[src/rtl/mips_pkg.sv]
// rtl/mips_pkg.sv - shared types for the memory-access stage.
package mips_pkg;

    typedef enum logic [1:0] {
        OP_NONE  = 2'b00,
        OP_LOAD  = 2'b01,
        OP_STORE = 2'b10
    } mem_op_t;

    typedef enum logic [1:0] {
        IDLE = 2'd0,
        REQ  = 2'd1,
        HOLD = 2'd2
    } mem_state_t;

    typedef struct packed {
        logic [31:0] data;
        logic [4:0]  dst;
        logic        en;
        logic        err;
    } wb_bundle_t;

endpackage

[src/rtl/mem_stage.sv]
// rtl/mem_stage.sv - memory-access stage: req/ack data memory port, one-entry write-back buffer.
// Optional MEM_ALIGN_CHECK_EN: misaligned lw/sw skip memory and return out_err.
module mem_stage
    import mips_pkg::*;
#(
    parameter int DATA_W  = 32,
    parameter int REG_AW  = 5,
    parameter int TIMEOUT = 16
) (
    input  logic              clk,
    input  logic              rst_n,
    input  logic              in_valid,
    output logic              in_ready,
    input  logic [1:0]        in_op,
    input  logic [DATA_W-1:0] in_alu_result,
    input  logic [DATA_W-1:0] in_store_data,
    input  logic [REG_AW-1:0] in_wb_reg,
    input  logic              in_wb_en,
    output logic              mem_req,
    output logic              mem_we,
    output logic [DATA_W-1:0] mem_addr,
    output logic [DATA_W-1:0] mem_wdata,
    input  logic              mem_ack,
    input  logic [DATA_W-1:0] mem_rdata,
    output logic              out_valid,
    input  logic              out_ready,
    output logic [DATA_W-1:0] out_wb_data,
    output logic [REG_AW-1:0] out_wb_reg,
    output logic              out_wb_en,
    output logic              out_err
);

    localparam int CW = $clog2(TIMEOUT);
    localparam logic [CW-1:0] CNT_LAST = CW'(TIMEOUT - 1);

    mem_state_t    state, state_next;
    logic [CW-1:0] cnt, cnt_next;
    logic          accept, is_mem, misalign, ack_hit, timeout_hit;

    assign is_mem = (in_op == OP_LOAD) || (in_op == OP_STORE);

`ifdef MEM_ALIGN_CHECK_EN
    assign misalign = |in_alu_result[1:0];
`else
    assign misalign = 1'b0;
`endif

    assign mem_req   = (state == REQ);
    assign out_valid = (state == HOLD);

    always_ff @(posedge clk or negedge rst_n) begin
        if (!rst_n) begin
            state <= IDLE;
            cnt   <= '0;
        end else begin
            state <= state_next;
            cnt   <= cnt_next;
        end
    end

    always_comb begin
        state_next  = state;
        cnt_next    = cnt;
        in_ready    = 1'b0;
        ack_hit     = 1'b0;
        timeout_hit = 1'b0;
        case (state)
            IDLE: in_ready = 1'b1;
            REQ: begin
                cnt_next = (cnt == CNT_LAST) ? cnt : cnt + 1'b1;
                // An ack in the final wait cycle still counts as success.
                if (mem_ack) begin
                    ack_hit    = 1'b1;
                    state_next = HOLD;
                end else if (cnt == CNT_LAST) begin
                    timeout_hit = 1'b1;
                    state_next  = HOLD;
                end
            end
            HOLD: begin
                in_ready = out_ready;
                if (out_ready) state_next = IDLE;
            end
            default: state_next = IDLE;
        endcase
        accept = in_valid & in_ready;
        if (accept) begin
            if (is_mem && !misalign) begin
                state_next = REQ;
                cnt_next   = '0;
            end else begin
                state_next = HOLD;
            end
        end
    end

    always_ff @(posedge clk or negedge rst_n) begin
        if (!rst_n) begin
            mem_we      <= 1'b0;
            mem_addr    <= '0;
            mem_wdata   <= '0;
            out_wb_data <= '0;
            out_wb_reg  <= '0;
            out_wb_en   <= 1'b0;
            out_err     <= 1'b0;
        end else if (accept) begin
            out_wb_reg <= in_wb_reg;
            if (is_mem) begin
                mem_we      <= (in_op == OP_STORE);
                mem_addr    <= in_alu_result;
                mem_wdata   <= in_store_data;
                out_wb_data <= '0;
                out_wb_en   <= in_wb_en && (in_op == OP_LOAD) && !misalign;
                out_err     <= misalign;
            end else begin
                out_wb_data <= in_alu_result;
                out_wb_en   <= in_wb_en;
                out_err     <= 1'b0;
            end
        end else if (ack_hit) begin
            if (!mem_we) out_wb_data <= mem_rdata;
        end else if (timeout_hit) begin
            out_wb_en <= 1'b0;
            out_err   <= 1'b1;
        end
    end

endmodule

[config.mk]
export PLATFORM = sky130hd
export DESIGN_NAME = mem_stage
export DESIGN_NICKNAME = d
export VERILOG_FILES = /design/src/rtl/mips_pkg.sv /design/src/rtl/mem_stage.sv
export SDC_FILE = /design/constraint.sdc
export NUM_CORES = 1
export LEC_CHECK = 0
export CELL_PAD_IN_SITES_DETAIL_PLACEMENT = 1
export CELL_PAD_IN_SITES_GLOBAL_PLACEMENT = 1
export CORE_AREA = 2 2 127 129
export DETAILED_ROUTE_END_ITERATION = 6
export DIE_AREA = 0 0 129 131
export PLACE_DENSITY_LB_ADDON = 0.1
export SLEW_MARGIN = 5
export SYNTH_ARGS = -nofsm -noshare
export SYNTH_HDL_FRONTEND = slang
export SYNTH_SLANG_ARGS = --single-unit
[constraint.sdc]
create_clock -name clk -period 2.4 [get_ports clk]
set_clock_uncertainty 0.2 [all_clocks]
set_input_delay 0.72 -clock clk [delete_from_list [all_inputs] [get_ports clk]]
set_output_delay 0.72 -clock clk [all_outputs]
set_load 0.01 [all_outputs]
==> results.txt, run 1 <==
Antenna Nets Post-Route - 0
Synth Cell Area - 4846 µm²
GRT Util Overall - 19.40%
via count - 4,220
final worst path period need - 2.327 ns
# hold bufs at CTS - 0
Synthesized Nets - 505
Max Buffers Root-to-Sink - 2
RSZ-0062 raised after global routing - no
PD cells - 1116 nW/µm²
Yosys warnings - 0
CTS Sinks - 110
Avg Cell Area, Syn - 12.33 µm²
placed insts - 809
synth cell count leaders - 110 x dfrtp_1, 55 x mux2_2, 36 x o21ai_0, 33 x a211oi_1
CTS tree - built
Detailed Routing Iterations Pass 1 - 4
Top Registers - mem_addr: 32 flops, mem_wdata: 32 flops, out_wb_data: 32 flops
Root Buffer - clkbuf_16
Synth top area share - 56.80%
Max VDD drop - 493.0 µV
kind of critical path - register to output port
worst hold path class - primary input to asynchronous set/reset pin
reg2reg path depth - 7
post-place setup slack - -0.4668 ns
Crit. End Element - output port
FP Rows - 46
CP startpoint kind - register
CTS Buf Count - 9
number of port buffers - 215
DRT Wirelength - 16,030 µm
worst slew pin tran - 0.6531 ns
Seq/Total Area, Yosys - 56.80%
Remaining Overflow, GRT - 0
initial antenna violation count - 0
nets - 722
Cells after Synth - 393
Die Y - 131 µm
residual DRC count - 0
fin util - 49.82%
DP Wirelength - 11,140 µm
Worst slew margin - 56.46%
flops & latches, synth - 110
Initial Util - 31.07%
mean routed wirelength per cell - 19.36 µm
Placer Congestion - 0.7682
Starting DRT DRC Count - 181
vias per cell - 5.097
top cell type by total area after synthesis - dfrtp_1
critical path data arrival time - 1.41 ns
I/O pins - 216
number of global-route vias before repair - 4,593
Die Footprint - 16,900 µm²
setup ws final - 0.07263 ns
first-pass GRT wire length - 25,340 µm
Main synth FF type - dfrtp_1
Pleak - 0.003043 µW
Max H-tree Level - 3
CP Data Required Time - 1.48 ns
top cells by area, synth - dfrtp_1 57%, mux2_2 13%, a211oi_1 5.1%
Clock Pin Slew Worst Setup and Hold Paths - 0.07 ns
Clock Latency Late Sink - 0.35 ns
post-synth cell types - 30
final cell count without fillers - 828
Die W - 129 µm
n_diodes - 0
placed cell areas - 7366 µm²
share of layout cells above drive strength 1 - 18.14%
async set-or-reset flop fraction in the synthesized netlist - 100.0%
largest net degree at the start of global routing - 111
Max Freq - 429.7 MHz
fin crit share - 96.97%
Final setup viols - 0
top-count cell post-synth - dfrtp_1
core area - 15,600 µm²
Design Area, Final - 7771 µm²
Max Fanout on Critical Path - 5
Area Growth Syn to Fin - 60.37%
Final Max Slew Viols - 0
status - completed
Fin. Hold Viols - 0
maxcap violations - 0
EDFF count, synth - 0
[worst paths after layout]
path                                                start                    endpoint  slack [ns]
worst max-delay path                 state[1]$_DFFE_PN0P_                     mem_req        0.07
worst min-delay path                                rst_n   mem_wdata[26]$_DFFE_PN0P_        0.20
worst max register to register       state[1]$_DFFE_PN0P_    mem_addr[22]$_DFFE_PN0P_        0.41
worst min register to register  mem_wdata[26]$_DFFE_PN0P_   mem_wdata[26]$_DFFE_PN0P_        0.29
max in group asynchronous                           rst_n  out_wb_data[6]$_DFFE_PN0P_        1.26
min in group clk                mem_wdata[26]$_DFFE_PN0P_   mem_wdata[26]$_DFFE_PN0P_        0.29
[per-stage QoR]
step | power (µW) | TNS, ns | hold WS (ns)
3_5_place_dp | 7205 | -38.68 | 0.2765
3_3_place_gp | 7073 | -35.61 | 0.2683
6_report | 8673 | 0 | 0.2043
4_1_cts | 8792 | 0 | 0.2803
2_1_floorplan | 4741 | 0 | 0.2244
5_1_grt | 9222 | 0 | 0.2895
[area by class of cell]
class | instances | area, µm²
well taps | 216 | 270.3
repair buffers | 247 | 2559
inverters | 4 | 15.01
clock buffers | 11 | 242.7
flip-flops and latches | 110 | 2754
multi-input cells | 238 | 1896
fillers | 1626 | 7826
clock inverters | 2 | 35.03
[kinds of logic after synthesis]
group / after synthesis / synth area share (%)
adder cells (fa/ha/maj): 3 / 0.7747
flip-flops: 110 / 56.80
AO/OA/AOI/OAI: 110 / 14.18
buffers and inverters: 45 / 5.009
AND/OR/NAND/NOR: 55 / 6.972
multiplexers: 70 / 16.27
[timing repair]
action                                  CTS  global route
endpoints found under the setup margin   68            18
resized for setup                        14             2
pin swaps                                 1             0
setup buffers                             3             1
gates cloned                              2             0
[where the power goes]
| group | switching (µW) | internal, µW |
|---|---|---|
| Clock | 657 | 821 |
| Combinational | 1650 | 2370 |
| Sequential | 485 | 2690 |
| Total | 2790 | 5880 |
[critical path, cell delays in order, from the launching register on]
cell,delay [ns]
dfrtp_2,0.46
nand2b_1,0.20
inv_2,0.13
clkdlybuf4s15_1,0.27
[layout by cell type (no fill, tap or decap), drive strengths merged, types with 2 or more instances in the layout]
cell	instances
a211oi	33
a21oi	4
a31oi	32
buf	33
clkbuf	11
clkdlybuf4s15	2
clkdlybuf4s50	208
dfrtp	110
dlygate4sd2	3
ha	3
inv	4
mux2	70
nand2	2
nand2b	3
nand3	3
nand4	32
nor2	2
nor2b	3
nor3	6
o21ai	36
[layer usage]
layer,vias up,global-route usage (%),routed length [µm]
met1,2133,23.84,6638
met2,147,32.00,7762
met5,-,0,0
met4,0,6.074,206
met3,12,7.125,1425
li1,1928,-,-
(Power assumes the default switching activity.)
==> run 2: changes to the inputs <==
Settings changed: CAP_MARGIN set to 25.
==> results of run 2 <==
The final DEF is identical to that of run 1; final timing and power are the same.
==> run 3: changes to the inputs <==
Settings changed: ABC_CLOCK_PERIOD_IN_PS set to 2400.
==> results of run 3 <==
The final DEF is identical to that of run 1; final timing and power are the same.
